<file path="src/rtl/wait_event_pkg.sv">
// rtl/wait_event_pkg.sv - shared types for the wait-event initiator and responder
//
// Holds the command mode, response status and FSM state encodings used by
// both sides of the wait-event link.

package wait_event_pkg;

    typedef enum logic [1:0] {
        RISE  = 2'd0,
        FALL  = 2'd1,
        VALUE = 2'd2,
        RSVD  = 2'd3
    } wait_mode_t;

    typedef enum logic [1:0] {
        ST_DONE    = 2'd0,
        ST_TIMEOUT = 2'd1,
        ST_BAD_CMD = 2'd2
    } wait_status_t;

    typedef enum logic [1:0] {
        IDLE  = 2'd0,
        ISSUE = 2'd1,
        WAIT  = 2'd2,
        RESP  = 2'd3
    } fsm_t;

endpackage

</file>
<file path="src/rtl/wait_timeout_cnt.sv">
// rtl/wait_timeout_cnt.sv - saturating elapsed-cycle counter with timeout compare
//
// Ports:
//   clk, rst_n  clock, synchronous active-low reset
//   clr         zero the count (takes priority over en)
//   en          count one cycle
//   timeout     latched timeout; 0 disables expiry
//   count       cycles counted so far, saturating at all-ones
//   expired     this counting cycle is the last one allowed by timeout

module wait_timeout_cnt #(
    parameter int TIMEOUT_WIDTH = 32
) (
    input  logic                     clk,
    input  logic                     rst_n,
    input  logic                     clr,
    input  logic                     en,
    input  logic [TIMEOUT_WIDTH-1:0] timeout,
    output logic [TIMEOUT_WIDTH-1:0] count,
    output logic                     expired
);

    // One extra bit so a saturated count can never alias onto a timeout value.
    logic [TIMEOUT_WIDTH:0] count_inc;

    always_ff @(posedge clk) begin
        if (!rst_n) begin
            count <= '0;
        end else if (clr) begin
            count <= '0;
        end else if (en && !(&count)) begin
            count <= count + TIMEOUT_WIDTH'(1);
        end
    end

    assign count_inc = {1'b0, count} + (TIMEOUT_WIDTH + 1)'(1);
    assign expired   = en && (timeout != '0) && (count_inc == {1'b0, timeout});

endmodule

</file>
<file path="src/rtl/wait_event_initiator.sv">
// rtl/wait_event_initiator.sv - issues WAIT commands to the responder and supervises them
//
// Ports:
//   clk, rst_n                       clock, synchronous active-low reset
//   i_cmd_valid/o_cmd_ready          command handshake (ready only when idle)
//   i_cmd_idx/mode/value/timeout     command fields
//   o_sel_wait                       responder selected (ISSUE and WAIT)
//   o_args_valid, o_args_idx/mode/value  one-cycle strobe plus latched args
//   i_wait_done                      responder completion pulse (WAIT only)
//   o_rsp_valid/i_rsp_ready          response handshake
//   o_rsp_status, o_rsp_cycles       outcome and cycles spent in WAIT
//   o_busy                           not idle
//   o_timeout_cnt                    saturating count of timeouts since reset

module wait_event_initiator
    import wait_event_pkg::*;
#(
    parameter  int WAIT_SIZE     = 5,
    parameter  int WAIT_WIDTH    = 1,
    parameter  int TIMEOUT_WIDTH = 32,
    localparam int IDX_W         = (WAIT_SIZE > 1) ? $clog2(WAIT_SIZE) : 1
) (
    input  logic                     clk,
    input  logic                     rst_n,
    input  logic                     i_cmd_valid,
    output logic                     o_cmd_ready,
    input  logic [IDX_W-1:0]         i_cmd_idx,
    input  logic [1:0]               i_cmd_mode,
    input  logic [WAIT_WIDTH-1:0]    i_cmd_value,
    input  logic [TIMEOUT_WIDTH-1:0] i_cmd_timeout,
    output logic                     o_sel_wait,
    output logic                     o_args_valid,
    output logic [IDX_W-1:0]         o_args_idx,
    output logic [1:0]               o_args_mode,
    output logic [WAIT_WIDTH-1:0]    o_args_value,
    input  logic                     i_wait_done,
    output logic                     o_rsp_valid,
    input  logic                     i_rsp_ready,
    output logic [1:0]               o_rsp_status,
    output logic [TIMEOUT_WIDTH-1:0] o_rsp_cycles,
    output logic                     o_busy,
    output logic [15:0]              o_timeout_cnt
);

    localparam logic [IDX_W:0] IDX_LIMIT = (IDX_W + 1)'(WAIT_SIZE);

    fsm_t                     state, next_state;
    wait_status_t             rsp_status;
    logic [TIMEOUT_WIDTH-1:0] args_timeout;
    logic [TIMEOUT_WIDTH-1:0] tmo_count;
    logic [TIMEOUT_WIDTH-1:0] cycles_next;
    logic                     tmo_expired;
    logic                     cmd_accept;
    logic                     cmd_bad;

    assign cmd_accept = i_cmd_valid && (state == IDLE);
    assign cmd_bad    = ({1'b0, i_cmd_idx} >= IDX_LIMIT) || (wait_mode_t'(i_cmd_mode) == RSVD);

    // The reported figure includes the terminating WAIT cycle itself.
    assign cycles_next = (&tmo_count) ? tmo_count : tmo_count + TIMEOUT_WIDTH'(1);

    wait_timeout_cnt #(
        .TIMEOUT_WIDTH(TIMEOUT_WIDTH)
    ) u_timeout_cnt (
        .clk    (clk),
        .rst_n  (rst_n),
        .clr    (state == ISSUE),
        .en     (state == WAIT),
        .timeout(args_timeout),
        .count  (tmo_count),
        .expired(tmo_expired)
    );

    always_ff @(posedge clk) begin
        if (!rst_n) begin
            state <= IDLE;
        end else begin
            state <= next_state;
        end
    end

    always_comb begin
        next_state   = state;
        o_cmd_ready  = 1'b0;
        o_sel_wait   = 1'b0;
        o_args_valid = 1'b0;
        o_rsp_valid  = 1'b0;
        case (state)
            IDLE: begin
                o_cmd_ready = 1'b1;
                if (i_cmd_valid) begin
                    next_state = cmd_bad ? RESP : ISSUE;
                end
            end
            ISSUE: begin
                o_sel_wait   = 1'b1;
                o_args_valid = 1'b1;
                next_state   = WAIT;
            end
            WAIT: begin
                o_sel_wait = 1'b1;
                if (i_wait_done || tmo_expired) begin
                    next_state = RESP;
                end
            end
            RESP: begin
                o_rsp_valid = 1'b1;
                if (i_rsp_ready) begin
                    next_state = IDLE;
                end
            end
            default: next_state = IDLE;
        endcase
    end

    always_ff @(posedge clk) begin
        if (!rst_n) begin
            o_args_idx    <= '0;
            o_args_mode   <= '0;
            o_args_value  <= '0;
            args_timeout  <= '0;
            rsp_status    <= ST_DONE;
            o_rsp_cycles  <= '0;
            o_timeout_cnt <= '0;
        end else begin
            if (cmd_accept) begin
                o_args_idx   <= i_cmd_idx;
                o_args_mode  <= i_cmd_mode;
                o_args_value <= i_cmd_value;
                args_timeout <= i_cmd_timeout;
                if (cmd_bad) begin
                    rsp_status   <= ST_BAD_CMD;
                    o_rsp_cycles <= '0;
                end
            end
            if (state == WAIT) begin
                // A done in the expiry cycle wins over the timeout.
                if (i_wait_done) begin
                    rsp_status   <= ST_DONE;
                    o_rsp_cycles <= cycles_next;
                end else if (tmo_expired) begin
                    rsp_status   <= ST_TIMEOUT;
                    o_rsp_cycles <= cycles_next;
                    if (o_timeout_cnt != 16'hFFFF) begin
                        o_timeout_cnt <= o_timeout_cnt + 16'd1;
                    end
                end
            end
        end
    end

    assign o_rsp_status = rsp_status;
    assign o_busy       = (state != IDLE);

endmodule

</file>
<file path="config.mk">
export PLATFORM = sky130hd
export DESIGN_NAME = wait_event_initiator
export DESIGN_NICKNAME = d
export VERILOG_FILES = /design/src/rtl/wait_event_pkg.sv /design/src/rtl/wait_timeout_cnt.sv /design/src/rtl/wait_event_initiator.sv
export SDC_FILE = /design/constraint.sdc
export NUM_CORES = 1
export LEC_CHECK = 0
export ABC_AREA = 1
export CAP_MARGIN = 20
export CORE_MARGIN = 8
export CORE_UTILIZATION = 59
export DETAILED_ROUTE_END_ITERATION = 12
export MAX_ROUTING_LAYER = met4
export PLACE_DENSITY = 0.86
export SLEW_MARGIN = 25
export SYNTH_ARGS = -nofsm -noshare
export SYNTH_HDL_FRONTEND = slang
export SYNTH_SLANG_ARGS = --single-unit
</file>
<file path="constraint.sdc">
create_clock -name clk -period 4.85 [get_ports clk]
set_clock_uncertainty 0.2 [all_clocks]
set_input_delay 0.7275 -clock clk [delete_from_list [all_inputs] [get_ports clk]]
set_output_delay 0.7275 -clock clk [all_outputs]
set_load 0.02 [all_outputs]
</file>
## After elaboration in Yosys (flattened, before gate mapping)

Index checks and enable logic that the tools add are counted.

| storage, ports and cells | value |
|---|---|
| register bits after elaboration | 122 |
| latch bits | 0 |
| bits in writable memories | 0 |
| bits in read-only memories | 0 |
| output and inout port bits | 61 |
| word-level logic and storage cells | 59 |
| memories kept | 0 |

| cells by class | value |
|---|---|
| $add $sub $neg | 3 |
| multiply operators | 0 |
| div/mod/pow operators | 0 |
| magnitude comparators | 1 |
| equal/unequal tests | 9 |
| shift-type cells | 0 |
| muxes and demuxes | 20 |
| bitwise operators | 2 |
| reductions and logical operators | 15 |

Operators with widths:

| kind | number |
|---|---|
| $mux 32 | 6 |
| $add 32x1->33 const B | 1 |
| $eq 33x32->1 | 1 |
| $add 32x1->32 const B | 1 |
| $reduce_and 32->1 | 1 |
| $reduce_bool 32->1 | 1 |
| $mux 2 | 9 |
| $add 16x1->16 const B | 1 |
| $ne 16x16->1 const B | 1 |
| $pmux 2 s4 | 1 |
| $eq 2x2->1 const B | 3 |
| $ne 2x2->1 const B | 3 |
| $logic_and 1x1->1 | 4 |
| $mux 1 | 4 |
| $reduce_and 4->1 | 1 |
| $reduce_or 2->1 | 2 |
| $ge 3x3->1 const B | 1 |
| $reduce_and 3->1 | 1 |
| $eq 2x1->1 const B | 1 |
| $logic_not 2->1 | 1 |
| $logic_or 1x1->1 | 2 |
| $not 1->1 | 2 |
| $reduce_bool 2->1 | 1 |
| $logic_not 1->1 | 1 |

## Depth between registers and ports, before layout

| logic depth | value |
|---|---|
| depth after elaboration | 7 |
| gate-level depth with buffers | 20 |
| depth with buffers taken out | 20 |

## Hierarchy

From an unflattened synthesis, not the netlist that was laid out.

| unflattened totals | value |
|---|---|
| cell total of the unflattened synthesis | 1198 |
| area, all modules | 7552.2 µm² |

Modules (own cells, without submodules):

| module | times used | cells each | area each (µm²) | seq. area each (µm²) |
|---|---|---|---|---|
| wait_event_initiator | 1 | 683 | 4665.7 | 1801.7 |
| wait_timeout_cnt | 1 | 515 | 2886.5 | 640.6 |

## Worst setup path after synthesis

Ideal clock, no wire load.

| timing path | value |
|---|---|
| path kind | register to register |
| start | reg u_timeout_cnt.count[0] |
| end | reg o_timeout_cnt[10] |
| setup time | 0.132 ns |
| data arrival time | 2.249 ns |
| setup slack | 2.269 ns |
| cell stages (with the launch flop) | 18 |
| path buffers | 1 |
| period minus slack after synthesis | 2.581 ns |
| cell sequence | dfxtp_1 > ha_1 > nand2_2 > nor2_8 > nand2_4 > nor2_4 > nand2_1 > xor2_1 > nand2_1 > nand2_1 > nand2_1 > nor2_2 > nand3_4 > inv_4 > nand2_2 > buf_2 > nand2_1 > a21oi_1 |

| between the ends | value |
|---|---|
| word-level cells in the longest chain between the ends | 4 |

Ends and longest elaborated chain:

| item | RTL line | source |
|---|---|---|
| start, declared | wait_timeout_cnt.sv:19 | `output logic [TIMEOUT_WIDTH-1:0] count,` |
| start signal, assigned | wait_timeout_cnt.sv:32 | `count <= count + TIMEOUT_WIDTH'(1);` |
| $add 32x1->33 | wait_timeout_cnt.sv:36 | `assign count_inc = {1'b0, count} + (TIMEOUT_WIDTH + 1)'(1);` |
| $eq 33x32->1 | wait_timeout_cnt.sv:37 | `assign expired = en && (timeout != '0) && (count_inc == {1'b0, timeout});` |
| $logic_and 1x1->1 | wait_timeout_cnt.sv:37 |  |
| $reduce_and 4->1 (no line) | n/a |  |
| end signal, assigned | wait_event_initiator.sv:145 | `o_timeout_cnt <= o_timeout_cnt + 16'd1;` |
| end, declared | wait_event_initiator.sv:42 | `output logic [15:0] o_timeout_cnt` |

Every way passes these cells.
A chain may end at the register's enable or synchronous reset.

## Final worst setup path

| timing path | value |
|---|---|
| start | reg u_timeout_cnt.count[0] |
| end | reg o_rsp_cycles[5] |

| between the ends | value |
|---|---|
| word-level cells in the longest chain between the ends | 6 |
| elaborated cells between the ends (all ways) | 9 |
| classes of those cells | 2 x add/sub; 1 x eq/ne; 4 x mux; 2 x reduce/logical |

Ends and longest elaborated chain:

| item | RTL line | source |
|---|---|---|
| $add 32x1->33 | wait_timeout_cnt.sv:36 |  |
| $eq 33x32->1 | wait_timeout_cnt.sv:37 |  |
| $logic_and 1x1->1 | wait_timeout_cnt.sv:37 |  |
| $mux 32 | wait_event_initiator.sv:141 | `end else if (tmo_expired) begin` |
| $mux 32 (*) | wait_event_initiator.sv:138 | `if (i_wait_done) begin` |
| $mux 32 (*) | wait_event_initiator.sv:136 | `if (state == WAIT) begin` |
| end signal, assigned | wait_event_initiator.sv:140 | `o_rsp_cycles <= cycles_next;` |
| end signal, assigned | wait_event_initiator.sv:143 | `o_rsp_cycles <= cycles_next;` |
| end, declared | wait_event_initiator.sv:40 | `output logic [TIMEOUT_WIDTH-1:0] o_rsp_cycles,` |

Mark *: on every way between the ends. The rest lies on a longest branch, timed or not.

==> run metrics <==
GRT Total Usage 0.274; Post-synth ARST share 0; run status complete, no violations; Top Ports 104; LEAKAGE 3.38 nW; dpl hpwl 14200 um; post-route setup slack 872 ps; # diodes 0; post-synth top area share 0.366; worst-path cell chain ha_1 -> nand2_2 -> nor2_8 -> nand2_4 -> nor2_4 -> nand2_2 -> nand2_2 -> inv_2 -> nand3_1 -> nor2_1 -> nand3_1 -> nor2_2 -> nand3_4 -> nand2_4 -> inv_2 -> o21ai_0 -> nor2_1; TritonCTS Buffers 17; Congestion Overflow GR 0; Reg area 2440 um2; final hold violations 0; Slew Limit Fails 0; #FFs+latches synth 122; mean number of vias per cell 5.47; layout cells sized above 1 0.0601; syn nets 1081; CP max stage cell inv_2; Fmax 251 MHz; R2R depth 17; first-pass GRT wire length 31700 um; Unique masters post-synth 38; hold path depth 2; CTS H-tree depth 4; pwr/cell area 531 nW/um2; CP endpoint kind register; Worst path max stage delay 600 ps; area of the multi-input gates 3690 um2; Min Clock Period, post-route 3980 ps; Die Y 122 um; num rows 39; Worst IR Drop VDD 380 uV; clk_lat worst skew 430 ps; P&R area growth vs syn 25.1%; Mapped Cells 1032; largest net degree at the start of global routing 73; Resized cells post-CTS 0; Crit Path Class register to register; Slew HR 0.554; Post-DRT Antenna Nets 0; RSZ-0062 raised after global routing false; area of the mapped netlist 6670 um2; initial antenna violation count 0; sequential share of the synthesized area 0.366; Post-synth EDFFs 0; Hold WS 278 ps; Final nets 1168; worst hold path type register to register; CP Data Arrival Time 4090 ps; CP max FO 41; 1st-iter DRT viols 616; Worst EP required 4960 ps; gpl congestion 0.941; Avg WL per Cell 15.4 um; largest area contributor in the netlist dfxtp_1; postcts setup bufs 0; DRC Markers 0; Slew @ Worst Pin 668 ps; clock transition at the registers of the reported paths 50 ps; CTS Hold Bufs 0; total core area 11200 um2; final core utilization 0.744; Die W 122 um; CTS tree built; root buf cell clkbuf_16; max-cap check violation count 0; Ys Warns 0; Die ar. 15000 um2; Setup TNS 0 ps; vias in the first global route 6531; filler instances 933; DRT Pass-1 Iters 5; # setup viols final 0; Period Utilization, post-route 0.820; dpl ws 926 ps; # clock sinks 122; initial core utilization 0.595; Main synth FF type dfxtp_1; Vias 6968; critical path launch point type register; # port buffers 103; top cells by area, synth dfxtp_1 37%, nand2_1 14%, nor2_1 9.1%, a21oi_1 6.4%, nand3_1 6.3%; Routed WL 19600 um; clock buffer depth 2; Most Frequent Cell on Critical Path nand2_2; average size of a mapped cell 6.47 um2
-- cell usage after synthesis, types with 3 or more instances --
| library cell | instances |
|---|---|
| nand2_1 | 254 |
| nor2_1 | 162 |
| dfxtp_1 | 122 |
| inv_1 | 90 |
| a21oi_1 | 86 |
| nand3_1 | 84 |
| o21ai_0 | 66 |
| clkbuf_1 | 28 |
| o21ai_1 | 22 |
| a211oi_1 | 15 |
| xor2_1 | 15 |
| nand3b_1 | 8 |
| nand2_2 | 7 |
| nand4_1 | 7 |
| nor2_4 | 7 |
| ha_1 | 6 |
| xnor2_1 | 6 |
| inv_2 | 5 |
| nor3_1 | 5 |
| buf_2 | 4 |
| nor2_2 | 4 |
| nor4_1 | 4 |
| a31oi_1 | 3 |
| buf_1 | 3 |
| nand2_4 | 3 |
-- state kept, by name, summed over array words and instances, names as in the netlist --
signal               flops
o_args_idx               3
args_timeout            32
o_args_mode              2
state                    2
o_rsp_status             2
o_args_value             1
u_timeout_cnt.count     32
o_rsp_cycles            32
o_timeout_cnt           16
-- path summary, 6_finish.rpt --
check,from,to,slack [ps]
hold reg to reg,o_args_value$_SDFFE_PN0P_,o_args_value$_SDFFE_PN0P_,280
hold / removal,o_args_value$_SDFFE_PN0P_,o_args_value$_SDFFE_PN0P_,280
setup reg to reg,u_timeout_cnt.count[0]$_SDFFE_PP0P_,o_rsp_cycles[5]$_SDFF_PN0_,870
setup / recovery,u_timeout_cnt.count[0]$_SDFFE_PP0P_,o_rsp_cycles[5]$_SDFF_PN0_,870
-- logic make-up after synthesis --
| kind of cell | share of synthesized area |
|---|---|
| AND/OR/NAND/NOR | 0.355 |
| AO/OA/AOI/OAI | 0.155 |
| buffers and inverters | 0.0816 |
| flip-flops | 0.366 |
| XOR/XNOR | 0.0309 |
| adder cells (fa/ha/maj) | 0.0112 |
-- through the flow --
step           instance area [um2]  cells  power, mW
2_1_floorplan                 6670   1032       2.59
3_3_place_gp                  7740   1243       3.09
3_5_place_dp                  7740   1243       3.13
4_1_cts                       8350   1275       4.43
5_1_grt                       8350   1275       4.72
6_report                      8350   1275       4.44
-- where the power goes --
part,switching (mW),internal [mW],leakage [nW]
Sequential,0.234,1.25,0.998
Combinational,1.04,0.611,2.08
Clock,0.448,0.849,0.302
Total,1.72,2.71,3.38
-- cells in the final DEF, fill, tap and decap left out, types with 7 or more instances in the layout --
master / synthesis / final
clkdlybuf4s50_1: 0 / 102
xor2_1: 15 / 15
nor2_1: 162 / 161
clkbuf_8: 0 / 7
clkbuf_16: 0 / 17
dfxtp_1: 122 / 122
nand2_2: 7 / 8
inv_1: 90 / 90
nand3_1: 84 / 84
o21ai_0: 66 / 66
o21ai_1: 22 / 22
nor2_4: 7 / 7
nand3b_1: 8 / 8
a21oi_1: 86 / 86
a211oi_1: 15 / 15
nand2_1: 254 / 253
nand4_1: 7 / 7
-- critical path, delay by kind of cell, from the launching register on --
kind	cells	cell delay (ps)
adders and majority gates	1	260
and+or+nand+nor	13	1810
DFF	1	360
AOI/OAI and AO/OA	1	290
buffers and inverters	2	930
-- per-layer routing --
metal  global-route usage  up-vias  part of all wire
met4                0.124        0             0.034
met1                0.330     3170              0.44
li1                     -     3523                 -
met3               0.0626       55             0.061
met5                    -        -                 0
met2                0.430      220              0.46
-- layout make-up --
class	count	share of cell area
Inverter	98	0.0443
Timing Repair Buffer	107	0.126
Multi-Input combinational cell	773	0.442
Tap cell	143	0.0214
Clock inverter	6	0.00989
Clock buffer	26	0.0634
Sequential cell	122	0.292
(Power assumes the default switching activity.)
